`src/rtl/whack_pkg.sv`:
```
`default_nettype none
// ============================================================================
// Module      : whack_pkg
// Description : Shared screen geometry, colour key and blit state encoding
//               for the sprite blitter.
// Revision    : 1.0 - initial release
// ============================================================================
package whack_pkg;

    localparam int          SCR_W    = 160;
    localparam int          SCR_H    = 120;
    localparam int          COLOUR_W = 12;
    localparam logic [11:0] TRANSP   = 12'hF0F;

    // Screen coordinates are 8 bits; origin+offset sums need one extra bit.
    localparam int          XY_W     = 8;
    localparam int          PXY_W    = 9;

    typedef enum logic [1:0] {
        IDLE  = 2'd0,
        FETCH = 2'd1,
        DRAIN = 2'd2,
        DONE  = 2'd3
    } blit_state_t;

endpackage
`default_nettype wire

```
`src/rtl/blit_delay_line.sv`:
```
`default_nettype none
// ============================================================================
// Module      : blit_delay_line
// Description : Fixed-depth shift register that delays {valid, px, py} so it
//               lines up with the ROM read data.
// Revision    : 1.0 - initial release
// ============================================================================
module blit_delay_line #(
    parameter int DEPTH = 1,
    parameter int WIDTH = 19
) (
    input  logic             clk,
    input  logic             reset,
    input  logic [WIDTH-1:0] i_din,
    output logic [WIDTH-1:0] o_dout
);

    logic [DEPTH*WIDTH-1:0] r_shift;

    generate
        if (DEPTH == 1) begin : g_single
            always_ff @(posedge clk) begin
                if (reset) r_shift <= '0;
                else       r_shift <= i_din;
            end
        end else begin : g_multi
            always_ff @(posedge clk) begin
                if (reset) r_shift <= '0;
                else       r_shift <= {r_shift[(DEPTH-1)*WIDTH-1:0], i_din};
            end
        end
    endgenerate

    assign o_dout = r_shift[DEPTH*WIDTH-1 -: WIDTH];

endmodule
`default_nettype wire

```
`src/rtl/sprite_blitter.sv`:
```
`default_nettype none
// ============================================================================
// Module      : sprite_blitter
// Description : Walks a W x H image ROM and emits one clipped, colour-keyed
//               pixel per clock towards the VGA adapter.
// Revision    : 1.0 - initial release
// ============================================================================
module sprite_blitter
    import whack_pkg::*;
#(
    parameter int                  IMG_W    = 160,
    parameter int                  IMG_H    = 120,
    parameter int                  SCR_W    = whack_pkg::SCR_W,
    parameter int                  SCR_H    = whack_pkg::SCR_H,
    parameter int                  ADDR_W   = 15,
    parameter int                  COLOUR_W = whack_pkg::COLOUR_W,
    parameter int                  ROM_LAT  = 1,
    parameter logic [COLOUR_W-1:0] TRANSP   = whack_pkg::TRANSP,
    parameter bit                  USE_KEY  = 1'b1
) (
    input  logic                clk,
    input  logic                reset,
    input  logic                start,
    input  logic [7:0]          org_x,
    input  logic [7:0]          org_y,
    output logic [ADDR_W-1:0]   rom_addr,
    input  logic [COLOUR_W-1:0] rom_q,
    output logic [7:0]          x,
    output logic [7:0]          y,
    output logic [COLOUR_W-1:0] colour,
    output logic                plot,
    output logic                busy,
    output logic                done
);

    localparam int c_col_w = (IMG_W > 1) ? $clog2(IMG_W) : 1;
    localparam int c_row_w = (IMG_H > 1) ? $clog2(IMG_H) : 1;
    localparam int c_dw    = 1 + 2 * PXY_W;

    blit_state_t         r_state, w_state_next;
    logic [c_col_w-1:0]  r_col;
    logic [c_row_w-1:0]  r_row;
    logic [ADDR_W-1:0]   r_rom_addr;
    logic [XY_W-1:0]     r_org_x, r_org_y;
    logic [1:0]          r_drain;
    logic [XY_W-1:0]     r_x, r_y;
    logic [COLOUR_W-1:0] r_colour;
    logic                r_plot;

    logic                w_last_col, w_last_row, w_last_px;
    logic [PXY_W-1:0]    w_px, w_py;
    logic [c_dw-1:0]     w_din, w_dout;
    logic                w_d_valid;
    logic [PXY_W-1:0]    w_d_px, w_d_py;
    logic                w_plot_next;

    assign w_last_col = (r_col == c_col_w'(IMG_W - 1));
    assign w_last_row = (r_row == c_row_w'(IMG_H - 1));
    assign w_last_px  = w_last_col && w_last_row;

    assign w_px  = PXY_W'(r_org_x) + PXY_W'(r_col);
    assign w_py  = PXY_W'(r_org_y) + PXY_W'(r_row);
    assign w_din = {(r_state == FETCH), w_px, w_py};

    always_comb begin
        w_state_next = r_state;
        case (r_state)
            IDLE:    if (start) w_state_next = FETCH;
            FETCH:   if (w_last_px) w_state_next = DRAIN;
            DRAIN:   if (r_drain == 2'(ROM_LAT)) w_state_next = DONE;
            DONE:    w_state_next = IDLE;
            default: w_state_next = IDLE;
        endcase
    end

    // Row-major scan: the address advances by one per slot, no multiply needed.
    always_ff @(posedge clk) begin
        if (reset) begin
            r_state    <= IDLE;
            r_col      <= '0;
            r_row      <= '0;
            r_rom_addr <= '0;
            r_org_x    <= '0;
            r_org_y    <= '0;
            r_drain    <= '0;
        end else begin
            r_state <= w_state_next;
            case (r_state)
                IDLE: begin
                    if (start) begin
                        r_org_x    <= org_x;
                        r_org_y    <= org_y;
                        r_col      <= '0;
                        r_row      <= '0;
                        r_rom_addr <= '0;
                    end
                end
                FETCH: begin
                    r_drain <= '0;
                    if (!w_last_px) r_rom_addr <= r_rom_addr + ADDR_W'(1);
                    if (w_last_col) begin
                        r_col <= '0;
                        if (!w_last_row) r_row <= r_row + c_row_w'(1);
                    end else begin
                        r_col <= r_col + c_col_w'(1);
                    end
                end
                DRAIN:   r_drain <= r_drain + 2'd1;
                default: ;
            endcase
        end
    end

    blit_delay_line #(
        .DEPTH (ROM_LAT),
        .WIDTH (c_dw)
    ) u_delay (
        .clk    (clk),
        .reset  (reset),
        .i_din  (w_din),
        .o_dout (w_dout)
    );

    assign w_d_valid = w_dout[2*PXY_W];
    assign w_d_px    = w_dout[2*PXY_W-1 -: PXY_W];
    assign w_d_py    = w_dout[PXY_W-1:0];

    // Clipped and keyed slots still occupy their cycle; only the strobe drops.
    assign w_plot_next = w_d_valid
                      && (w_d_px < PXY_W'(SCR_W))
                      && (w_d_py < PXY_W'(SCR_H))
                      && !(USE_KEY && (rom_q == TRANSP));

    always_ff @(posedge clk) begin
        if (reset) begin
            r_x      <= '0;
            r_y      <= '0;
            r_colour <= '0;
            r_plot   <= 1'b0;
        end else begin
            r_plot <= w_plot_next;
            if (w_d_valid) begin
                r_x      <= w_d_px[XY_W-1:0];
                r_y      <= w_d_py[XY_W-1:0];
                r_colour <= rom_q;
            end
        end
    end

    assign rom_addr = r_rom_addr;
    assign x        = r_x;
    assign y        = r_y;
    assign colour   = r_colour;
    assign plot     = r_plot;
    assign busy     = (r_state == FETCH) || (r_state == DRAIN);
    assign done     = (r_state == DONE);

endmodule
`default_nettype wire

```
`config.mk`:
```
export PLATFORM = sky130hd
export DESIGN_NAME = sprite_blitter
export DESIGN_NICKNAME = d
export VERILOG_FILES = /design/src/rtl/whack_pkg.sv /design/src/rtl/blit_delay_line.sv /design/src/rtl/sprite_blitter.sv
export SDC_FILE = /design/constraint.sdc
export NUM_CORES = 1
export LEC_CHECK = 0
export CAP_MARGIN = 25
export CORE_MARGIN = 1
export CORE_UTILIZATION = 57
export DETAILED_ROUTE_END_ITERATION = 12
export PLACE_DENSITY = 0.85
export SYNTH_ARGS = -nofsm -noshare
export SYNTH_HDL_FRONTEND = slang
export SYNTH_SLANG_ARGS = --single-unit
```
`constraint.sdc`:
```
create_clock -name clk -period 5.35 [get_ports clk]
set_clock_uncertainty 0.05 [all_clocks]
set_input_delay 1.07 -clock clk [delete_from_list [all_inputs] [get_ports clk]]
set_output_delay 1.07 -clock clk [all_outputs]
set_load 0.02 [all_outputs]
```
==> impl_metrics.ini, run 1 <==
[outcome]
outcome = complete, no violations

[setup_path]
setup.worst_path.start = r_state[1]$_SDFFE_PP0P_
timing.rr.start = r_state[1]$_SDFFE_PP0P_
worst_ep_arrival_time_ns = 1.89
cp-endpoint = busy
ff2ff_setup_slack_ns = 2.65
reg2regPathDepth = 6
critical_path_required_ns = 4.23
worstSetupStartpointType = flop
critical_path_start_end_classification = reg2out
timing.critical_path.fanout_max = 6
timing.rr.end = rom_addr[9]$_SDFFE_PP0P_
worst_setup_path_end_kind = output pin

[final_layout]
drive_gt1_frac = 0.05097
ff_latch_area_um2 = 1962
total_area_of_multi_input_combinational_cells_um2 = 2371
mostFrequentLayoutCells = sky130_fd_sc_hd__dfxtp_1, sky130_fd_sc_hd__clkdlybuf4s50_1, sky130_fd_sc_hd__nor2_1
final_area_um2 = 5478
fin_cells = 671
layout.filler_cells = 607
insertedDiodeCount = 0
nNetsFinal = 621
commonest_non_fill_non_tap_cell_in_the_layout = sky130_fd_sc_hd__dfxtp_1
flow.area_growth_from_synthesis_pct = 21.81

[pwr]
swShare = 0.3484
comb_power_share = 0.313
cell_internal_pwr_mw = 1.241
switchingPower_uw = 663.4
vdd_drop_max_v = 0.0001625
power.static_leakage_nw = 2.111
power_frac_seq = 0.452
power.density_cell_area_nw_per_um2 = 347.7
clock_power_share = 0.235

[synthesis]
synth_top_flop_cell = sky130_fd_sc_hd__dfxtp_1
synth-edff-count = 0
synth-seq-cells = 98
nets_in_the_synthesized_netlist = 558
netlist_area_before_placement_um2 = 4497
seq_area_frac_synth = 0.4363
postSynth.asyncResetShare = 0
synthTopCellsByArea = sky130_fd_sc_hd__dfxtp_1, sky130_fd_sc_hd__ha_1, sky130_fd_sc_hd__mux2i_1, sky130_fd_sc_hd__nor2_1, sky130_fd_sc_hd__a21oi_1
ys.warnings.count = 0
ys_types = 57
avgSynthCellArea_um2 = 8.976
synth.largest_area_cell = sky130_fd_sc_hd__dfxtp_1
synthesis.instances = 501
yosys.area.top_type_share = 0.4363

[global_routing]
global_route.overflow_total = 0
grt_first_pass_wirelength_mm = 16.44
grt_start_max_net_pins = 74
antenna_found_initial = 0
first_global_vias = 3658
grtUsageTotal = 0.2414

[placement]
postPlaceCellArea_um2 = 5280
finalWeightedCongestion = 0.8490
buffer_ports.inserted = 76
placed_cells = 654
place.detailed.hpwl_mm = 6.904

[clock_network]
clock_tree_from_tritoncts = done
clock_tree.buffer_depth = 2
clock_tree.root_cell = sky130_fd_sc_hd__clkbuf_8
cts-buffers-inserted = 9
ctsResizeCount = 0
cts_hold_buf = 0
cts-htree-levels = 3
post-cts-setup-buffers = 0
cts_sinks = 98
worst_setup_hold_path_clk_slew_ns = 0.09
clock_latency_reported_for_the_late_side_of_the_worst_skew_pair_ns = 0.36

[flow_run]
max-cap-violations = 0

[routing]
wl_met2_mm = 4.810
avgRoutedWirePerCell_um = 14.48
detailroute.via_count = 3860
routed_wl_mm = 9.719
route.top_layer_used = met4
dr_pass1_iterations = 4
detail_route.iter0.violations = 228
drc = 0
drt-met1-wl_mm = 4.429
viasPerCell = 5.753
ant_nets = 0
detailroute.wirelength.met3_um = 438

[sta]
final.period_utilization = 0.5625
final.hold.worst_slack_ns = 0.4182
totalNegativeSetupSlack_ns = 0
slew-limit-headroom = 0.4136
timing_worst_slew_pin_value_ns = 0.8797
final-max-slew-violation-count = 0
report.final.setup_viol = 0
finalHoldViolCount = 0
rsz0062_at_grt = no
min_period_ns = 3.009
fmax_ghz = 0.3323

[floorplanning]
core-area_um2 = 7687
design.die.area_um2 = 8248
dieWidth_um = 90.82
die_h_um = 90.82
initial_utilization = 0.5850
io_pins = 77
placementRows = 32

[min_path]
timing.hold.worst_path_depth = 2
hold_wc_path_type = reg2reg
## worst max-delay path, stage by stage, from the launching register on
cell and delay, ns:
sky130_fd_sc_hd__dfxtp_1 0.40, sky130_fd_sc_hd__inv_1 0.10, sky130_fd_sc_hd__ha_1 0.40, sky130_fd_sc_hd__clkdlybuf4s50_1 0.64
## Yosys cell counts, types with 2 or more instances
| library cell | count |
|---|---|
| sky130_fd_sc_hd__dfxtp_1 | 98 |
| sky130_fd_sc_hd__nor2_1 | 60 |
| sky130_fd_sc_hd__nand2_1 | 52 |
| sky130_fd_sc_hd__a21oi_1 | 42 |
| sky130_fd_sc_hd__mux2i_1 | 30 |
| sky130_fd_sc_hd__ha_1 | 24 |
| sky130_fd_sc_hd__o21ai_0 | 20 |
| sky130_fd_sc_hd__clkbuf_1 | 18 |
| sky130_fd_sc_hd__inv_1 | 13 |
| sky130_fd_sc_hd__nand4_1 | 13 |
| sky130_fd_sc_hd__nand3_1 | 8 |
| sky130_fd_sc_hd__o21a_1 | 7 |
| sky130_fd_sc_hd__a211oi_1 | 6 |
| sky130_fd_sc_hd__nor2b_1 | 6 |
| sky130_fd_sc_hd__xnor2_1 | 6 |
| sky130_fd_sc_hd__xor2_1 | 6 |
| sky130_fd_sc_hd__a21o_1 | 5 |
| sky130_fd_sc_hd__a31oi_1 | 5 |
| sky130_fd_sc_hd__and2_1 | 5 |
| sky130_fd_sc_hd__and3_1 | 5 |
| sky130_fd_sc_hd__buf_2 | 5 |
| sky130_fd_sc_hd__a41oi_1 | 4 |
| sky130_fd_sc_hd__and4_1 | 4 |
| sky130_fd_sc_hd__nor3b_1 | 4 |
| sky130_fd_sc_hd__and4b_1 | 3 |
| sky130_fd_sc_hd__buf_1 | 3 |
| sky130_fd_sc_hd__nor3_1 | 3 |
| sky130_fd_sc_hd__nor4_1 | 3 |
| sky130_fd_sc_hd__o211ai_1 | 3 |
| sky130_fd_sc_hd__o41ai_1 | 3 |
| sky130_fd_sc_hd__a32o_1 | 2 |
| sky130_fd_sc_hd__fa_1 | 2 |
| sky130_fd_sc_hd__mux2_2 | 2 |
| sky130_fd_sc_hd__nand2b_1 | 2 |
| sky130_fd_sc_hd__nand3b_1 | 2 |
| sky130_fd_sc_hd__nor4bb_1 | 2 |
| sky130_fd_sc_hd__o211a_1 | 2 |
| sky130_fd_sc_hd__o22ai_1 | 2 |
| sky130_fd_sc_hd__o31ai_1 | 2 |
| sky130_fd_sc_hd__or2_2 | 2 |
## cells by family after synthesis
| logic type | after synthesis | synth area share |
|---|---|---|
| compound gates | 114 | 0.1625 |
| xor+xnor | 12 | 0.02337 |
| fa+ha+maj | 26 | 0.07568 |
| buf+inv | 40 | 0.03645 |
| flops | 98 | 0.4363 |
| mux | 32 | 0.07179 |
| simple gates | 179 | 0.1939 |
## final cells by class
type                    instances  area share
flip-flops and latches         98      0.3582
clock buffers                  11     0.02764
clock inverters                 5    0.007081
inverters                      13    0.008908
well taps                     102     0.02330
multi-input cells             363      0.4328
repair buffers                 79      0.1421
## worst min path at each step
stage	start	to	slack, ns
5_1_grt	r_org_x[0]$_SDFFE_PP0P_	r_org_x[0]$_SDFFE_PP0P_	0.44
3_3_place_gp	u_delay.o_dout[0]$_SDFF_PP0_	y[0]$_SDFFE_PP0P_	0.40
4_1_cts	r_org_x[2]$_SDFFE_PP0P_	r_org_x[2]$_SDFFE_PP0P_	0.42
6_report	r_org_y[0]$_SDFFE_PP0P_	r_org_y[0]$_SDFFE_PP0P_	0.42
3_5_place_dp	r_org_y[0]$_SDFFE_PP0P_	r_org_y[0]$_SDFFE_PP0P_	0.41
2_1_floorplan	r_org_x[0]$_SDFFE_PP0P_	r_org_x[0]$_SDFFE_PP0P_	0.39
## metal layers
metal	vias up	GRT usage
met5	-	0
met4	0	0.07540
met3	4	0.04125
met2	96	0.4236
met1	1840	0.3010
li1	1920	-
## stage by stage
step | power [mW] | setup WS [ns] | util
finish | 1.904 | 2.341 | 0.7126
global route | 2.012 | 2.274 | 0.7126
CTS | 1.905 | 2.331 | 0.7116
global placement | 1.436 | 2.229 | 0.6868
detailed placement | 1.463 | 2.189 | 0.6868
floorplan | 1.281 | 3.166 | -
## power by group through the flow
stage | clock network (mW) | logic [mW] | registers, mW
6_report | 0.447 | 0.596 | 0.862
3_5_place_dp | 0 | 0.586 | 0.877
4_1_cts | 0.455 | 0.589 | 0.860
5_1_grt | 0.485 | 0.654 | 0.872
3_3_place_gp | 0 | 0.563 | 0.873
2_1_floorplan | 0 | 0.390 | 0.892
## registers in the layout (all words and copies together) (netlist names)
name            flops
u_delay.o_dout     19
rom_addr           15
colour             12
r_col               8
r_org_x             8
r_org_y             8
x                   8
y                   8
r_row               7
r_drain             2
r_state             2
plot                1
No activity file was read; power rests on OpenSTA's default activity.
==> run 2: changes to the inputs <==
--- a/config.mk
+++ b/config.mk
@@ -7,9 +7,9 @@
 export LEC_CHECK = 0
 export CAP_MARGIN = 25
 export CORE_MARGIN = 1
-export CORE_UTILIZATION = 57
+export CORE_UTILIZATION = 48
 export DETAILED_ROUTE_END_ITERATION = 12
-export PLACE_DENSITY = 0.85
+export PLACE_DENSITY = 0.76
 export SYNTH_ARGS = -nofsm -noshare
 export SYNTH_HDL_FRONTEND = slang
 export SYNTH_SLANG_ARGS = --single-unit
==> constraint.sdc (replaced) <==
create_clock -name clk -period 2.7 [get_ports clk]
set_clock_uncertainty 0.05 [all_clocks]
set_input_delay 0.54 -clock clk [delete_from_list [all_inputs] [get_ports clk]]
set_output_delay 0.54 -clock clk [all_outputs]
set_load 0.02 [all_outputs]
==> run 2 against run 1 <==
Effect of this change:
- register-to-register slack worse by 2.2 ns
- global-route usage is 3.0 points lower
- count of clock-buffer cells in the layout stayed put
- final area is 1.3% higher
- critical path type unchanged
- critical endpoint unchanged
- largest cell class unchanged
==> impl_metrics.ini, run 2 (same netlist as run 1, synthesis figures left out) <==
[clock_network]
clock_tree.root_cell = sky130_fd_sc_hd__clkbuf_8
clock_latency_reported_for_the_late_side_of_the_worst_skew_pair_ns = 0.36
worst_setup_hold_path_clk_slew_ns = 0.09
cts-htree-levels = 3
clock_tree_from_tritoncts = done
cts_sinks = 98
cts_hold_buf = 0
cts-buffers-inserted = 9
clock_tree.buffer_depth = 2
post-cts-setup-buffers = 0
ctsResizeCount = 0

[sta]
timing_worst_slew_pin_value_ns = 0.8909
totalNegativeSetupSlack_ns = 0
fmax_ghz = 0.4040
slew-limit-headroom = 0.4061
min_period_ns = 2.475
rsz0062_at_grt = no
finalHoldViolCount = 0
final-max-slew-violation-count = 0
setup_ws_ns = 0.2249
final.period_utilization = 0.9167
report.final.setup_viol = 0

[setup_path]
cp_cell_sequence = inv_1 -> ha_1 -> clkdlybuf4s50_1
worstSetupStartpointType = flop
critical_path_start_end_classification = reg2out
max_stage_delay_ns = 0.63
worst_setup_path_end_kind = output pin
crit_path_top_delay_cell = sky130_fd_sc_hd__clkdlybuf4s50_1
path_delay_family = buffers and inverters
critical_path.n_buffers_inverters = 2
worst_ep_arrival_time_ns = 1.89
timing.critical_path.fanout_max = 6
critical_path_required_ns = 2.11

[routing]
routed_wl_mm = 9.859
dr_pass1_iterations = 4
detail_route.iter0.violations = 156
detailroute.via_count = 3788
drc = 0
avgRoutedWirePerCell_um = 14.41
ant_nets = 0
viasPerCell = 5.538

[placement]
dpl_worst_slack_ns = 0.4770
postPlaceCellArea_um2 = 5349
finalWeightedCongestion = 0.8650
place.detailed.hpwl_mm = 7.118
buffer_ports.inserted = 76

[global_routing]
grtUsageTotal = 0.2114
antenna_found_initial = 0
global_route.overflow_total = 0
grt_busiest_layer = met2
first_global_vias = 3647
grt_start_max_net_pins = 38
grt_use_met1 = 0.2723
groute.layer.met2.usage = 0.3540
grt_first_pass_wirelength_mm = 16.79
gr-usage-met3 = 0.03262

[pwr]
post-layout-total-power_mw = 3.890
power.static_leakage_nw = 2.158
power.density_cell_area_nw_per_um2 = 700.7
vdd_drop_max_v = 0.0003151

[floorplanning]
placementRows = 34
io_pins = 77
dieWidth_um = 98.79
die_h_um = 98.79
design.die.area_um2 = 9759
core-area_um2 = 8891
initial_utilization = 0.5058

[flow_run]
max-cap-violations = 0

[final_layout]
flow.area_growth_from_synthesis_pct = 23.46
nNetsFinal = 628
largest_register_ff_count = 19
drive_gt1_frac = 0.06250
commonest_non_fill_non_tap_cell_in_the_layout = sky130_fd_sc_hd__dfxtp_1
final_core_util = 0.6244
final_area_um2 = 5552
insertedDiodeCount = 0
mostFrequentLayoutCells = sky130_fd_sc_hd__dfxtp_1, sky130_fd_sc_hd__clkdlybuf4s50_1, sky130_fd_sc_hd__nor2_1

[outcome]
outcome = complete, no violations

[min_path]
hold_wc_path_type = reg2reg
==> run 2: final cells by class <==
type	instances	area, um2
sequential	98	1963
tap	108	135.1
multi-input combinational	363	2371
clock inverter	5	61.31
clock buffer	11	141.4
fill	768	3339
inverter	13	48.80
timing repair buffer	86	830.8
==> run 2: routing by layer <==
layer | wire length [um] | vias to the layer above
met1 | 4631 | 1756
met4 | 226 | 0
li1 | - | 1915
met2 | 4606 | 99
met5 | 0 | -
met3 | 395 | 18
==> run 2: path summary, 6_finish.rpt <==
| check | start | slack [ns] | depth (start not counted) | endpoint |
|---|---|---|---|---|
| max | r_state[1]$_SDFFE_PP0P_ | 0.22 | 3 | busy |
| min | r_org_x[2]$_SDFFE_PP0P_ | 0.41 | 2 | r_org_x[2]$_SDFFE_PP0P_ |
| min reg2reg | r_org_x[2]$_SDFFE_PP0P_ | 0.41 | 2 | r_org_x[2]$_SDFFE_PP0P_ |
| max reg2reg | r_state[1]$_SDFFE_PP0P_ | 0.45 | 7 | rom_addr[10]$_SDFFE_PP0P_ |
==> run 2: metrics by stage <==
stage,hold slack (ns),instances
2_1_floorplan,0.3900,501
3_3_place_gp,0.3974,668
3_5_place_dp,0.4041,668
4_1_cts,0.4182,684
5_1_grt,0.4377,684
6_report,0.4147,684
==> run 2: power breakdown <==
part / internal, mW / leakage, nW / switching, mW / total, mW
combinational: 0.515 / 1.27 / 0.655 / 1.17
sequential: 1.60 / 0.795 / 0.162 / 1.76
clock: 0.459 / 0.0975 / 0.504 / 0.963
==> run 2: tightest hold or removal path, cell delays in order (launching register included) <==
cell and delay (ns):
sky130_fd_sc_hd__dfxtp_1 0.32, sky130_fd_sc_hd__nand2_1 0.05, sky130_fd_sc_hd__a21oi_1 0.05
==> run 3: changes to the inputs <==
--- a/config.mk
+++ b/config.mk
@@ -9,6 +9,7 @@
 export CORE_MARGIN = 1
 export CORE_UTILIZATION = 48
 export DETAILED_ROUTE_END_ITERATION = 12
+export GPL_TIMING_DRIVEN = 0
 export PLACE_DENSITY = 0.76
 export SYNTH_ARGS = -nofsm -noshare
 export SYNTH_HDL_FRONTEND = slang
==> run 3 against run 2 <==
Effect of this change:
- clock power rose by 13%
- via count rose by 3.2%
- sequential share of layout area fell by 0.46 points
- wire length rose by 8.2%
- die area did not move
- critical path type unchanged
- highest routed layer unchanged
==> impl_metrics.ini, run 3 (same netlist as run 1, synthesis figures left out) <==
[routing]
detail_route.iter0.violations = 203
dr_pass1_iterations = 4
routed_wl_mm = 10.67
avgRoutedWirePerCell_um = 15.22
drc = 0
viasPerCell = 5.578
ant_nets = 0
detailroute.via_count = 3910

[setup_path]
timing.critical_path.fanout_max = 6
timing.rr.start = r_state[0]$_SDFFE_PP0P_
worstSetupStartpointType = flop
max_stage_delay_ns = 0.63
crit_path_top_delay_cell = sky130_fd_sc_hd__clkdlybuf4s50_1
ff2ff_setup_slack_ns = 0.39
setup.worst_path.start = r_state[0]$_SDFFE_PP0P_
critical_path_required_ns = 2.11
worst_ep_arrival_time_ns = 1.88
path_delay_family = buffers and inverters
critical_path_start_end_classification = reg2out
critical_path.n_buffers_inverters = 2
worst_setup_path_end_kind = output pin
cp_cell_sequence = inv_1 -> ha_1 -> clkdlybuf4s50_1

[clock_network]
post-cts-setup-buffers = 0
worst_setup_hold_path_clk_slew_ns = 0.10
clock_tree_from_tritoncts = done
ctsResizeCount = 0
cts_hold_buf = 0
clock_tree.buffer_depth = 2
cts-buffers-inserted = 9
cts_sinks = 98
clock_latency_reported_for_the_late_side_of_the_worst_skew_pair_ns = 0.37
clock_tree.root_cell = sky130_fd_sc_hd__clkbuf_8
cts-htree-levels = 3

[global_routing]
global_route.overflow_total = 0
grt_start_max_net_pins = 19
grt_first_pass_wirelength_mm = 18.07
first_global_vias = 3803
grtUsageTotal = 0.2311
antenna_found_initial = 0

[outcome]
outcome = complete, no violations

[final_layout]
commonest_non_fill_non_tap_cell_in_the_layout = sky130_fd_sc_hd__dfxtp_1
layout.filler_cells = 774
drive_gt1_frac = 0.05228
final_core_util = 0.6323
nNetsFinal = 645
largest_register_ff_count = 19
fin_cells = 701
flow.area_growth_from_synthesis_pct = 25.01
insertedDiodeCount = 0
final_area_um2 = 5622
mostFrequentLayoutCells = sky130_fd_sc_hd__dfxtp_1, sky130_fd_sc_hd__clkdlybuf4s50_1, sky130_fd_sc_hd__nor2_1

[pwr]
power.static_leakage_nw = 2.183
power.density_cell_area_nw_per_um2 = 715.6
vdd_drop_max_v = 0.0003276

[sta]
report.final.setup_viol = 0
setup_ws_ns = 0.2322
final.period_utilization = 0.9140
slew-limit-headroom = 0.5285
timing_worst_slew_pin_value_ns = 0.7073
fmax_ghz = 0.4052
rsz0062_at_grt = no
min_period_ns = 2.468
finalHoldViolCount = 0
final-max-slew-violation-count = 0

[floorplanning]
dieWidth_um = 98.79
initial_utilization = 0.5058
placementRows = 34
io_pins = 77
die_h_um = 98.79
core-area_um2 = 8891
design.die.area_um2 = 9759

[flow_run]
max-cap-violations = 0

[placement]
place.detailed.hpwl_mm = 7.939
placed_cells = 685
dpl_worst_slack_ns = -0.01326
finalWeightedCongestion = 0.8699
postPlaceCellArea_um2 = 5393
buffer_ports.inserted = 76

[min_path]
min_from = rom_addr[14]$_SDFFE_PP0P_
hold_wc_path_type = reg2reg
## run 3: cell types whose count changed in the layout (fill, tap and decap cells not counted)
cell / before / now
sky130_fd_sc_hd__buf_1: 0 / 3
sky130_fd_sc_hd__buf_2: 1 / 5
sky130_fd_sc_hd__buf_4: 10 / 0
sky130_fd_sc_hd__buf_6: 0 / 1
sky130_fd_sc_hd__bufinv_16: 1 / 2
sky130_fd_sc_hd__clkbuf_1: 1 / 18
sky130_fd_sc_hd__clkbuf_8: 10 / 9
sky130_fd_sc_hd__clkdlybuf4s50_1: 75 / 76
sky130_fd_sc_hd__clkinv_2: 1 / 0
sky130_fd_sc_hd__clkinvlp_4: 2 / 1
sky130_fd_sc_hd__dfxtp_1: 97 / 98
sky130_fd_sc_hd__dfxtp_2: 1 / 0
sky130_fd_sc_hd__inv_6: 0 / 3
## run 3: final cells by class
cell class	instances	area, um2	share of cell area
inverter	13	48.80	0.008680
clock inverter	7	105.1	0.01870
sequential	98	1962	0.3490
timing repair buffer	76	760.7	0.1353
tap	108	135.1	0.02404
multi-input combinational	363	2371	0.4218
clock buffer	9	123.9	0.02203
buffer	27	115.1	0.02048
## run 3: path summary, 6_finish.rpt
check,cells past startpoint,to
hold / removal,1,rom_addr[14]$_SDFFE_PP0P_
hold reg to reg,1,rom_addr[14]$_SDFFE_PP0P_
setup / recovery,3,busy
setup reg to reg,7,rom_addr[8]$_SDFFE_PP0P_
## run 3: power breakdown
| part | leakage, nW | switching, mW | internal (mW) |
|---|---|---|---|
| Sequential | 0.795 | 0.109 | 1.59 |
| Combinational | 1.28 | 0.734 | 0.493 |
| Clock | 0.113 | 0.553 | 0.538 |
| Total | 2.18 | 1.40 | 2.63 |
## run 3: stage by stage
step                TNS [ns]  hold WS [ns]  power [mW]
CTS                        0        0.4202       4.037
floorplan                  0        0.3900       2.539
detailed placement  -0.02978        0.4061       2.953
global route               0        0.4364       4.246
global placement           0        0.3973       2.913
finish                     0        0.4179       4.023
## run 3: per-layer routing
layer / up-vias / GRT usage / routed length (um)
met3: 17 / 0.03972 / 527
met1: 1828 / 0.2917 / 4754
met5: - / 0 / 0
met2: 112 / 0.3895 / 5174
met4: 0 / 0.09874 / 210
li1: 1953 / - / -
